File: config.mk
export PLATFORM = sky130hd
export DESIGN_NAME = ram_rw
export DESIGN_NICKNAME = d
export VERILOG_FILES = /design/src/rtl/ram_rw_pkg.sv /design/src/rtl/ram_rw.sv
export SDC_FILE = /design/constraint.sdc
export NUM_CORES = 1
export LEC_CHECK = 0
export BUFFER_PORTS_ARGS = -buffer_cell sky130_fd_sc_hd__buf_2
export CAP_MARGIN = 40
export CELL_PAD_IN_SITES_DETAIL_PLACEMENT = 0
export CELL_PAD_IN_SITES_GLOBAL_PLACEMENT = 1
export CORE_MARGIN = 4
export CORE_UTILIZATION = 43
export CTS_BUF_LIST = sky130_fd_sc_hd__clkbuf_8 sky130_fd_sc_hd__clkbuf_16
export CTS_CLUSTER_SIZE = 12
export DETAILED_ROUTE_END_ITERATION = 8
export GPL_TIMING_DRIVEN = 0
export PLACE_DENSITY = 0.87
export SLEW_MARGIN = 5
export SYNTH_ARGS = -nofsm -noshare
export SYNTH_HDL_FRONTEND = slang
export SYNTH_SLANG_ARGS = --single-unit
File: constraint.sdc
create_clock -name clk_i -period 4.5 [get_ports clk_i]
set_clock_uncertainty 0.05 [all_clocks]
set_input_delay 0.675 -clock clk_i [delete_from_list [all_inputs] [get_ports clk_i]]
set_output_delay 0.675 -clock clk_i [all_outputs]
set_load 0.01 [all_outputs]
File: src/rtl/ram_rw_pkg.sv
// Shared definitions for the SPI host RAM access block: command opcodes,
// the byte-lane count, and the port-B select bundle.
package ram_rw_pkg;

  typedef enum logic [7:0] {
    CPU_RST = 8'h2A,
    CPU_RUN = 8'h2B,
    IRAM_WR = 8'h2C,
    IRAM_RD = 8'h2D,
    DRAM_WR = 8'h2E,
    DRAM_RD = 8'h2F
  } cmd_e;

  localparam int unsigned NUM_LANES = 4;

  // At most one member is high; all low means no host access is active.
  typedef struct packed {
    logic iram_rd;
    logic iram_wr;
    logic dram_rd;
    logic dram_wr;
  } sel_t;

endpackage

File: src/rtl/ram_rw.sv
// Decodes SPI command/data bytes into CPU reset control, one-hot RAM port-B
// selects, an auto-incrementing byte address and per-lane write enables.
module ram_rw
  import ram_rw_pkg::*;
#(
  parameter int XLEN = 32
) (
  input  logic                 clk_i,
  input  logic                 rst_i,
  input  logic                 dc_i,
  input  logic                 spi_byte_vld_i,
  input  logic [7:0]           spi_byte_data_i,
  output logic                 cpu_rst_n_o,
  output logic                 iram_rd_sel_o,
  output logic                 iram_wr_sel_o,
  output logic                 dram_rd_sel_o,
  output logic                 dram_wr_sel_o,
  output logic [XLEN-1:0]      ram_rw_addr_o,
  output logic [NUM_LANES-1:0] ram_wr_byte_en_o
);

  sel_t            sel_q, sel_d;
  logic            cpu_rst_n_q, cpu_rst_n_d;
  logic [XLEN-1:0] addr_q, addr_d;
  logic            wr_hit;

  always_comb begin
    sel_d       = sel_q;
    cpu_rst_n_d = cpu_rst_n_q;
    addr_d      = addr_q;
    if (spi_byte_vld_i) begin
      if (!dc_i) begin
        sel_d  = '0;
        addr_d = '0;
        case (spi_byte_data_i)
          CPU_RST: cpu_rst_n_d = 1'b0;
          CPU_RUN: cpu_rst_n_d = 1'b1;
          IRAM_WR: begin sel_d.iram_wr = 1'b1; cpu_rst_n_d = 1'b0; end
          IRAM_RD: begin sel_d.iram_rd = 1'b1; cpu_rst_n_d = 1'b0; end
          DRAM_WR: begin sel_d.dram_wr = 1'b1; cpu_rst_n_d = 1'b0; end
          DRAM_RD: begin sel_d.dram_rd = 1'b1; cpu_rst_n_d = 1'b0; end
          default: ;
        endcase
      end else if (|sel_q) begin
        // Natural overflow gives the modulo 2^XLEN wrap.
        addr_d = addr_q + XLEN'(1);
      end
    end
  end

  always_ff @(posedge clk_i or posedge rst_i) begin
    if (rst_i) begin
      sel_q       <= '0;
      cpu_rst_n_q <= 1'b0;
      addr_q      <= '0;
    end else begin
      sel_q       <= sel_d;
      cpu_rst_n_q <= cpu_rst_n_d;
      addr_q      <= addr_d;
    end
  end

  // Uses the pre-increment address so the lane matches the byte being written.
  assign wr_hit           = (sel_q.iram_wr | sel_q.dram_wr) & spi_byte_vld_i & dc_i;
  assign ram_wr_byte_en_o = wr_hit ? (NUM_LANES'(1) << addr_q[1:0]) : '0;

  assign cpu_rst_n_o   = cpu_rst_n_q;
  assign iram_rd_sel_o = sel_q.iram_rd;
  assign iram_wr_sel_o = sel_q.iram_wr;
  assign dram_rd_sel_o = sel_q.dram_rd;
  assign dram_wr_sel_o = sel_q.dram_wr;
  assign ram_rw_addr_o = addr_q;

endmodule

==> results by stage, run 1 <==
Pwr:
- The clock network is responsible for about 43% of the overall power.
- Per report_power, the combinational group accounts for 7.6% of the total.
- The net switching component of the power is between 150 and 200 µW.
- Summed over all cells, the static leakage comes to 0.00121 µW.
- The maximum vdd ir drop is 196 µV.
- The part of the power in registers is a little under 50%.
- Power spread over the standard cell area amounts to 269 nW/µm².
- Of the total power, the share spent switching nets is approximately a quarter.
- The internal portion of the total power is 536 µW.
- The overall power consumption is between 600 and 700 µW.

Routing:
- The total via count after detailed routing is 2056.
- The via-per-instance ratio is 5.71.
- Summed over all layers, the routed wires come to 5.47 mm.
- For this block, the initial DRC count from the detailed router was approximately 150.
- The number of optimization iterations in the first detailed-route pass is 4.
- In this run the remaining antenna-violating nets after routing total 0.
- The wire length per cell after detailed routing is around 15 µm.
- In the routed design, unresolved DRC markers number 0.

Setup path:
- Counting stages on the worst path, the most repeated cell is clkbuf_1.
- Together, buffers and inverters on the worst path number 3.
- STA classifies the critical path startpoint as an input pin.
- For the worst setup path, the data required time is 4.63 ns.
- The critical path's top delay family is buffers and inverters.
- On the worst path, the slowest cell contributes a delay of approximately 0.50 ns.
- Data on the critical path arrives at its endpoint at roughly 2.4 ns.
- The largest individual stage delay along the critical path comes from the cell clkbuf_1.
- The biggest fanout along the worst timing path is 10.
- STA classifies the critical path endpoint as a flop.
- The signal on the critical path passes through buf_6, nand2b_1, clkbuf_1, clkbuf_1, o311ai_0, o41ai_1.
- The critical path is of the input pin to flop type.

Synthesis:
- The synthesis-stage register bit count is 37.
- Ranked by instance count, the synthesized netlist is headed by 37 x dfrtp_1, 27 x nand2_1, 18 x a21oi_1.
- The share of the synthesized area in the top cell type is about 43%.
- The leading cell type by number of instances after synthesis is dfrtp_1.
- Counting flops with a built-in enable in the synthesized netlist gives 0.
- For this run, asynchronously set or reset flops after synthesis account for 100%.
- The largest total area in the synthesized netlist belongs to dfrtp_1.
- In this run the cell area of the synthesized design comes to approximately 2100 µm².
- The mean post-synth cell area is 9.15 µm².
- By area the synthesized netlist is led by dfrtp_1 43%, nand2_1 4.7%, a21oi_1 4.2%, o21ai_0 3.3%, nand2b_1 2.9%.
- The post-synthesis net count is between 200 and 300.
- Of the synthesized area, sequential elements account for a little over two fifths.
- During synthesis, Yosys emitted a total of 0 warnings.
- Among all flip-flop cells after synthesis, the most frequent one is dfrtp_1.
- Synthesis instantiated 45 different standard cells from the library.
- The gate count after technology mapping is about 230.

Finish:
- The share of post-route cells with drive strength above 1 is 24.2%.
- At the end of the flow, the number of nets in the layout was a little over 300.
- The post-route cell area is 2600 µm².
- The antenna diode count is 0.
- The final instance count without filler cells is 360.
- From synthesis to final layout, the design area changed by 21.4%.

Floorplan:
- 53 I/O pins were placed.
- The overall die width is 78.6 µm.
- The height of the die is 78.6 µm.
- The standard cell core area is 4790 µm².
- The total die area is between 6000 and 7000 µm².
- In this run the core area contains 25 standard-cell rows.
- The effective utilization at floorplan is roughly 45%.

Place:
- The cell area after placement is roughly 2500 µm².
- The HPWL after detailed placement is between 3 and 4 mm.
- The port buffer count is 51.
- The final weighted congestion in routability-driven placement is between 0.7 and 0.8.
- In this run, placement finished with an instance count of between 300 and 400.

STA:
- The worst max-slew margin expressed relative to the limit is between 40% and 50%.
- Across all hold checks on the routed design, the worst slack comes to 0.468 ns.
- For this run, the top clock speed supported by timing is roughly 440 MHz.
- Counting I/O delays and the setup requirement, the final critical path takes 2.27 ns.
- The summed negative setup slack over all endpoints is 0 ns.
- The number of slew-limit violations in the final report came to 0.
- The count of final hold-check violations is 0.
- At the pin with the least slew margin, the transition time is ~0.8 ns.
- Setup violations remaining at the end of the flow were counted as 0.
- The period utilization is 50.5%.
- Setup repair after global routing left no endpoint under its margin.

Flow run:
- The tool flagged a number of max-cap violations equal to 0.

Global routing:
- The global-route total usage across every layer is 18.5%.
- The first global-routing pass estimated approximately 9.1 mm of wire.
- The initial antenna violation count is 0.
- The largest net degree at the start of global routing is 38.
- The via count of the first global-routing pass is 1878.
- The total overflow left after global routing is 0.

Clocking:
- The H-tree depth reported by CTS is 2.
- Gates resized during post-CTS repair numbered 0.
- The clock sink count is 37.
- After clock tree synthesis, the flow added hold-fix buffers numbering 0.
- CTS placed an instance of clkbuf_8 at the clock tree root.
- The insertion delay to the later sink of the worst-skew pair is slightly below 0.3 ns.
- Buffers inserted during clock tree synthesis total 5.
- The clock tree from TritonCTS is built.
- The longest clock path from root to sink contains 2 buffers.
- In this run the post-CTS setup repair buffer count came out at 0.
- Clock-pin slew was measured on the worst setup and hold paths at 0.07 ns.

Hold path:
- The worst hold path belongs to the class flop to flop.

Run status:
- The run finished with clean final reports.
==> logic make-up after synthesis <==
logic type	share of synthesized area [%]
adders and majority gates	2.34
AOI/OAI and AO/OA	18.5
and+or+nand+nor	27.9
DFF	43.2
muxes	2.81
xor gates and xnor gates	0.818
buffers and inverters	4.32
==> flip-flops by register name (all words and copies together) (netlist names) <==
name	count
dram_wr_sel_o	1
iram_rd_sel_o	1
iram_wr_sel_o	1
ram_rw_addr_o	32
cpu_rst_n_o	1
dram_rd_sel_o	1
==> layer usage <==
metal  part of all wire, %  global-route usage, %  wire, µm
met5                     0                      0         0
met3                   6.3                   4.93       342
met2                    46                   29.6      2510
met1                    48                   25.5      2600
met4                  0.33                   3.15        18
==> cell usage in the layout (no fill, tap or decap), types with 10 or more instances in the layout <==
cell type | synthesis | routed
nand3_1 | 10 | 10
nand2_1 | 27 | 27
dfrtp_1 | 37 | 37
o21ai_0 | 14 | 14
a21oi_1 | 18 | 18
nand2b_1 | 10 | 10
buf_2 | 5 | 56
==> metrics by stage <==
step | utilization (%) | worst slack, ns
global route | 54.3 | 2.07
detailed placement | 51.8 | 1.95
CTS | 54.3 | 2.22
finish | 54.3 | 2.23
floorplan | - | 2.37
global placement | 51.8 | 1.95
==> power groups by stage <==
stage | registers [µW] | logic [µW] | clock network (µW)
2_1_floorplan | 352 | 30.2 | 0
3_3_place_gp | 351 | 52.9 | 0
3_5_place_dp | 351 | 54.4 | 0
4_1_cts | 344 | 54.3 | 307
5_1_grt | 346 | 60.4 | 328
6_report | 345 | 53.0 | 302
==> worst paths after layout <==
| path | endpoint | depth (start not counted) | slack [ns] | from |
|---|---|---|---|---|
| worst max-delay path | ram_rw_addr_o[19] | 6 | 2.23 | dc_i |
| worst min-delay path | cpu_rst_n_o | 2 | 0.47 | cpu_rst_n_o |
| worst max register to register | ram_rw_addr_o[30] | 6 | 2.32 | ram_rw_addr_o[1] |
| worst min register to register | cpu_rst_n_o | 2 | 0.47 | cpu_rst_n_o |
| max in group asynchronous | ram_rw_addr_o[0] | 2 | 3.41 | rst_i |
| min in group asynchronous | ram_rw_addr_o[27] | 2 | 0.48 | rst_i |
==> layout make-up <==
cell class	count	area [µm²]
fillers	456	2190
multi-input cells	176	1120
flip-flops and latches	37	926
repair buffers	51	255
well taps	67	83.8
clock buffers	6	82.6
plain buffers	13	62.6
clock inverters	2	37.5
inverters	8	30.0
==> worst reg2reg max path, cell delays in order (launching register included) <==
cell and delay, ns:
dfrtp_1 0.44, ha_1 0.24, nand3_1 0.14, a2111o_1 0.46, buf_2 0.22, o311ai_0 0.36, o41ai_1 0.15
Power figures use the tool's default switching activity.
==> run 2, diff against run 1 <==
--- a/config.mk
+++ b/config.mk
@@ -10,12 +10,12 @@
 export CELL_PAD_IN_SITES_DETAIL_PLACEMENT = 0
 export CELL_PAD_IN_SITES_GLOBAL_PLACEMENT = 1
 export CORE_MARGIN = 4
-export CORE_UTILIZATION = 43
+export CORE_UTILIZATION = 40
 export CTS_BUF_LIST = sky130_fd_sc_hd__clkbuf_8 sky130_fd_sc_hd__clkbuf_16
 export CTS_CLUSTER_SIZE = 12
 export DETAILED_ROUTE_END_ITERATION = 8
 export GPL_TIMING_DRIVEN = 0
-export PLACE_DENSITY = 0.87
+export PLACE_DENSITY = 0.82
 export SLEW_MARGIN = 5
 export SYNTH_ARGS = -nofsm -noshare
 export SYNTH_HDL_FRONTEND = slang
==> constraint.sdc (replaced) <==
create_clock -name clk_i -period 2.1 [get_ports clk_i]
set_clock_uncertainty 0.05 [all_clocks]
set_input_delay 0.315 -clock clk_i [delete_from_list [all_inputs] [get_ports clk_i]]
set_output_delay 0.315 -clock clk_i [all_outputs]
set_load 0.01 [all_outputs]
==> results by stage, run 2 (same netlist as run 1, synthesis figures left out) <==
Setup path:
- The worst setup path is of the flop to flop kind.
- The most critical setup path has its endpoint at ram_rw_addr_o[24].
- The launch point of the worst reg-to-reg path is ram_rw_addr_o[1].
- The worst endpoint data arrival time is between 2 and 2.5 ns.
- The worst setup path is launched from a flop.
- The worst setup path is captured at a flop.
- The required time at the worst-slack endpoint is approximately 2.3 ns.
- In this run the worst setup path begins at ram_rw_addr_o[1].
- The number of cells on the worst reg-to-reg path is 5.
- The critical register-to-register path endpoint is ram_rw_addr_o[24].
- The register-to-register setup slack is around 0.044 ns.
- In this run the worst path has a maximum fanout of 6.

Hold path:
- The type of the worst min-delay path is input pin to async pin.

Global routing:
- The global route total overflow is 0.
- The initial antenna violation count came to 0.
- The via count of the first global-routing pass is between 1500 and 2000.
- The global-route total usage across every layer is 18.4%.
- The first global-routing pass estimated approximately 9.3 mm of wire.
- The largest net degree at the start of global routing is 38.

Finish:
- The post-route cell area is ~2700 µm².
- The repair_antennas step left the layout with diodes totalling 0.
- Relative to the synthesized area, the layout overhead comes to 23.8%.
- The post-route netlist has about 28% of its cells at a drive strength greater than 1.
- The library cell used most frequently in the layout, excluding fill and tap cells, is buf_2.
- The net count reported at finish is 310.
- The number of flip-flops under the largest register name is 32.
- In the layout the commonest cells are 55 x buf_2, 35 x dfrtp_1, 27 x nand2_1.

STA:
- The worst max-slew margin expressed relative to the limit is between 40% and 50%.
- For the pin with the worst max-slew slack, the measured transition is between 0.7 and 0.8 ns.
- Counting I/O delays and the setup requirement, the final critical path takes approximately 2.1 ns.
- Setup repair after global routing could not meet its margin everywhere.
- The summed negative setup slack over all endpoints is 0 ns.
- The final count of negative-setup-slack endpoints is 0.
- The period utilization is approximately 98%.
- The number of slew-limit violations in the final report came to 0.
- The count of final hold-check violations is 0.
- The upper clock frequency limit is ~490 MHz.

Floorplan:
- The effective utilization at floorplan is a little over two fifths.
- After floorplanning, the core was divided into 26 placement rows.
- The total area inside the core boundary comes to 5140 µm².
- The total die area is about 6600 µm².
- The height of the die is 81.2 µm.
- The count of boundary I/O pins is 53.
- The overall die width is a little over 80 µm.

Routing:
- The number of optimization iterations in the first detailed-route pass is 4.
- After detailed routing, the number of remaining DRC violations is 0.
- The highest routed metal layer is met4.
- The via-per-instance ratio is around 5.7.
- The first routing iteration left approximately 150 violations.
- After detailed routing, the wire length on met1 is roughly 2.7 mm.
- The detailed router placed slightly above 2000 vias in this run.
- For this block, the routed nets add up to between 5 and 6 mm of wire.
- The met2 wire length is around 2.7 mm.
- Once detail routing completed, the nets flagged for antenna violations numbered 0.
- In the final routed layout, each cell accounts on average for approximately 16 µm.
- The routed wire length on met3 is 278 µm.

Clocking:
- The clock-pin transition on the worst setup and hold timing paths is roughly 0.070 ns.
- The cell at the root of the clock tree is clkbuf_8.
- Clock latency on the worst-skew pair, taken at its later pin, is ~0.30 ns.
- The clock sink count is 37.
- The buffer depth of the longest clock path is 2.
- TritonCTS built the clock tree.
- The H-tree was split into 2 levels.
- Clock tree synthesis inserted a total of 5 buffers.

Pwr:
- The worst-case IR drop observed on VDD is approximately 220 µV.
- The leakage power total is approximately 0.0012 µW.
- The power per standard cell area is 536 nW/µm².

Place:
- The port buffer count is 51.
- At the end of routability-driven placement, the weighted congestion stood at 0.771.
- The HPWL after detailed placement is approximately 4.0 mm.
- Once placement finished, the instance area stood at 2480 µm².

Run status:
- The flow ran to the end, and the final reports show no timing, DRC or antenna violations.

Flow run:
- The number of max-cap violations is 0.
## run 2: cell count changes in the layout (fill, tap and decap cells not counted), sizes merged
cell	previous run	this run
buf	58	60
bufinv	1	0
clkbuf	12	13
clkinv	0	1
clkinvlp	1	0
## run 2: layout make-up
class | count | area [µm²]
plain buffers | 13 | 70.1
clock buffers | 7 | 96.3
clock inverters | 1 | 5.00
fillers | 551 | 2490
inverters | 8 | 30.0
multi-input cells | 176 | 1160
flip-flops and latches | 37 | 928
well taps | 70 | 87.6
repair buffers | 53 | 270
## run 2: routing by layer
layer / global-route usage (%) / vias to the layer above
met4: 5.24 / 0
met3: 4.10 / 6
met2: 29.6 / 46
li1: - / 1001
met1: 24.7 / 1026
met5: 0 / -
## run 2: where the power goes
| part | switching [µW] | internal, µW |
|---|---|---|
| registers | 13.0 | 723 |
| clock network | 265 | 297 |
| logic | 78.9 | 44.2 |
## run 2: critical path, cell delays in order, from the launching register on
cell,delay (ns)
dfrtp_2,0.41
ha_2,0.22
nand3_1,0.13
a2111o_1,0.47
or4_1,0.53
a21oi_1,0.16
## run 2: per-stage QoR
step | cells | util (%) | total power, µW | hold slack [ns] | worst slack (ns)
4_1_cts | 364 | 50.4 | 1440 | 0.153 | 0.000245
2_1_floorplan | 234 | - | 819 | 0.361 | 0.155
3_3_place_gp | 355 | 48.3 | 867 | 0.458 | -0.122
3_5_place_dp | 355 | 48.3 | 869 | 0.450 | -0.112
5_1_grt | 365 | 51.6 | 1490 | 0.197 | -0.0460
6_report | 365 | 51.6 | 1420 | 0.115 | 0.0443
## run 2: repair_timing
action	in CTS	in global routing
buffers inserted	1	1
pin swaps	1	1
hold buffers	0	0
gates resized for setup	1	14
setup endpoints to repair	5	18
## run 2: how the worst min path moves through the flow
stage                       start           endpoint  slack (ns)  cells after the start
4_1_cts                     rst_i  ram_rw_addr_o[19]        0.15                      2
3_5_place_dp          cpu_rst_n_o        cpu_rst_n_o        0.45                      2
6_report                    rst_i  ram_rw_addr_o[29]        0.12                      2
2_1_floorplan  spi_byte_data_i[2]        cpu_rst_n_o        0.36                      1
5_1_grt                     rst_i  ram_rw_addr_o[14]        0.20                      2
3_3_place_gp          cpu_rst_n_o        cpu_rst_n_o        0.46                      2
==> run 3, diff against run 2 <==
--- a/config.mk
+++ b/config.mk
@@ -10,12 +10,12 @@
 export CELL_PAD_IN_SITES_DETAIL_PLACEMENT = 0
 export CELL_PAD_IN_SITES_GLOBAL_PLACEMENT = 1
 export CORE_MARGIN = 4
-export CORE_UTILIZATION = 40
+export CORE_UTILIZATION = 36
 export CTS_BUF_LIST = sky130_fd_sc_hd__clkbuf_8 sky130_fd_sc_hd__clkbuf_16
 export CTS_CLUSTER_SIZE = 12
 export DETAILED_ROUTE_END_ITERATION = 8
 export GPL_TIMING_DRIVEN = 0
-export PLACE_DENSITY = 0.82
+export PLACE_DENSITY = 0.78
 export SLEW_MARGIN = 5
 export SYNTH_ARGS = -nofsm -noshare
 export SYNTH_HDL_FRONTEND = slang
==> constraint.sdc (replaced) <==
create_clock -name clk_i -period 1.8 [get_ports clk_i]
set_clock_uncertainty 0.05 [all_clocks]
set_input_delay 0.27 -clock clk_i [delete_from_list [all_inputs] [get_ports clk_i]]
set_output_delay 0.27 -clock clk_i [all_outputs]
set_load 0.01 [all_outputs]
==> results by stage, run 3 (same netlist as run 1, synthesis figures left out) <==
Setup path:
- In this run the worst path has a maximum fanout of 6.
- Counting both buffers and inverters, the worst setup path holds a total of 1.
- The startpoint type of the worst setup path is a flop.
- The worst endpoint data arrival time is 1.99 ns.
- The required time at the worst-slack endpoint is approximately 2.0 ns.
- The logic depth of the worst path, buffers included is 5.
- The critical path's top delay family is compound AO/OA/AOI/OAI gates.
- In this run the worst setup path terminates at ram_rw_addr_o[12].
- In this design, the stage delay of the slowest critical-path cell is ~0.50 ns.
- Setup slack on the worst reg-to-reg path comes out at -0.01 ns.
- The critical register-to-register path endpoint is ram_rw_addr_o[12].
- Counting cells, the worst reg-to-reg path comes to 5.
- Traced cell by cell, the critical path runs through nand4_1, a2111o_1, buf_6, or3_1, a21oi_1.
- The category of the worst setup path capture point is a flop.
- The worst setup path startpoint is ram_rw_addr_o[6].
- For this design, the slowest cell found on the critical path is a2111o_1.
- The launch point of the worst reg-to-reg path is ram_rw_addr_o[6].
- The type of the setup path with the least slack is flop to flop.

Finish:
- Summing all non-filler instances in the final layout gives an area of ~3100 µm².
- In the final layout, the share of cells above drive strength 1 is roughly two fifths.
- The relative area change from synthesis to final layout is 42.7%.
- Fill cells in the final layout number roughly 530.
- The net count reported at finish is 334.
- Summing all multi-input logic gate instances after layout gives 1320 µm².
- The antenna diode count is 0.
- Leaving out fill and tap cells, the most frequent cell in the layout is buf_2.
- The number of flip-flops under the largest register name is 32.
- The library cells used most frequently in the layout, excluding fill and tap cells, are 51 x buf_2, 28 x dfrtp_1, 26 x nand2_1.
- In the final layout, flip-flops and latches occupy 937 µm².

Routing:
- In this run, the number of DRC markers left after iteration 0 of detailed routing was 71.
- The wire length per cell after detailed routing is 16.1 µm.
- Detailed routing inserted a total of 2165 vias.
- In the routed layout, each cell is associated on average with a via count of between 5 and 6.
- The number of optimization iterations in the first detailed-route pass is 4.
- The number of remaining DRC errors is 0.
- The final routed wirelength across all metal layers is approximately 6.3 mm.
- The detail route stage leaves a number of antenna-violating nets equal to 0.

STA:
- Dividing the final minimum period by the clock period gives 101%.
- The count of final hold-check violations is 0.
- Setup repair after global routing could not meet its margin everywhere.
- The post-layout minimum cycle time is 1.81 ns.
- The upper clock frequency limit is roughly 550 MHz.
- After routing, the total negative slack on setup checks comes to -0.0253 ns.
- The post-layout worst setup margin is -0.0129 ns.
- The worst max-slew margin expressed relative to the limit is about three fifths.
- Setup violations remaining at the end of the flow were counted as 2.
- The actual slew at the worst max-slew pin is around 0.57 ns.
- The number of slew-limit violations in the final report came to 0.

Pwr:
- The combinational share of power is roughly a tenth.
- The clock network power share is 37.9%.
- In this run the static leakage power is roughly 0.0014 µW.
- The maximum vdd ir drop is around 250 µV.
- The cell-internal power is about 1200 µW.
- The switching part of the total power is between 20% and 30%.
- The part of the power in registers is 51.5%.
- The power per standard cell area is ~550 nW/µm².
- For this design the total switching power over the nets is 446 µW.

Global routing:
- The via count of the first global-routing pass is 2064.
- Global routing used between 10% and 20% of the available tracks across all layers.
- The first global-routing pass estimated around 10 mm of wire.
- The global route total overflow is 0.
- The largest net degree at the start of global routing is 35.
- The initial antenna violation count is 0.

Place:
- Detailed placement ended at an HPWL of 4.07 mm.
- The cell area after placement is between 2000 and 3000 µm².
- The congestion estimate from routability-driven global placement came to between 0.7 and 0.8.
- The worst setup timing slack at the placement stage is -0.349 ns.
- The port buffer count is ~50.

Floorplan:
- The standard cell core area is roughly 5600 µm².
- For this configuration, the core starts out at a cell density of 37.9%.
- The height of the die is 85.1 µm.
- The overall die width is 85.1 µm.
- The floorplan has 27 rows.
- The die covers 7240 µm².
- Pin placement for this block handled 53 I/O pins.

Flow run:
- Max-cap violations in this run came to 0.

Clocking:
- The clock sink count is 37.
- Clock latency on the worst-skew pair, taken at its later pin, is about 0.3 ns.
- The root buffer cell chosen for the clock tree is clkbuf_8.
- Clock-pin slew was measured on the worst setup and hold paths at about 0.080 ns.
- The total CTS buffers is 5.
- In this run the deepest clock path goes through 2 buffers.
- The H-tree depth reported by CTS is 2.
- The clock tree from TritonCTS is built.

Run status:
- The checks that failed: setup timing.
- The run finished, with violations left.

Hold path:
- The type of the worst min-delay path is input pin to flop.
## run 3: changes by cell type in the layout (fill, tap and decap cells not counted), sizes merged
| cell | delta |
|---|---|
| clkinv | +1 |
| clkbuf | -1 |
| buf | +23 |
| dlygate4sd3 | +1 |
## run 3: power by group through the flow
stage	clock network, µW	registers [µW]	logic (µW)
final	633	861	178
after global routing	683	863	202
after CTS	647	860	178
after detailed placement	0	884	143
after global placement	0	884	136
after floorplan	0	887	77.7
## run 3: how the worst min path moves through the flow
stage,from,end,cells past startpoint
5_1_grt,spi_byte_data_i[2],cpu_rst_n_o,2
3_3_place_gp,spi_byte_data_i[2],cpu_rst_n_o,2
4_1_cts,spi_byte_data_i[2],cpu_rst_n_o,2
3_5_place_dp,rst_i,ram_rw_addr_o[29],2
2_1_floorplan,spi_byte_data_i[2],cpu_rst_n_o,1
6_report,spi_byte_data_i[2],cpu_rst_n_o,2
## run 3: metrics by stage
step / util [%] / hold slack (ns) / std cells / power, µW
detailed placement: 44.8 / 0.101 / 358 / 1030
global route: 54.1 / 0.129 / 391 / 1750
global placement: 44.4 / 0.437 / 357 / 1020
floorplan: - / 0.316 / 234 / 964
CTS: 50.5 / 0.127 / 379 / 1690
finish: 54.1 / 0.133 / 391 / 1670
## run 3: per-layer routing
metal	up-vias	GRT usage, %	share of wire [%]
li1	1046	-	-
met1	1067	24.9	48
met2	45	26.0	47
met3	7	3.11	3.7
met4	0	5.18	1.1
met5	-	0	0
## run 3: area by class of cell
type	instances	area share [%]
repair buffers	78	15.6
clock inverters	2	0.451
well taps	72	2.95
plain buffers	12	3.40
flip-flops and latches	37	30.7
clock buffers	6	2.70
inverters	8	0.983
multi-input cells	176	43.2
## run 3: timing repair
| action | CTS | global route |
|---|---|---|
| endpoints found under the hold margin | 5 | 0 |
| setup buffers | 11 | 12 |
| hold buffers | 1 | 0 |
| cloned | 2 | 0 |
| endpoints found under the setup margin | 28 | 25 |
| pin swaps | 12 | 13 |
| gates resized for setup | 31 | 26 |
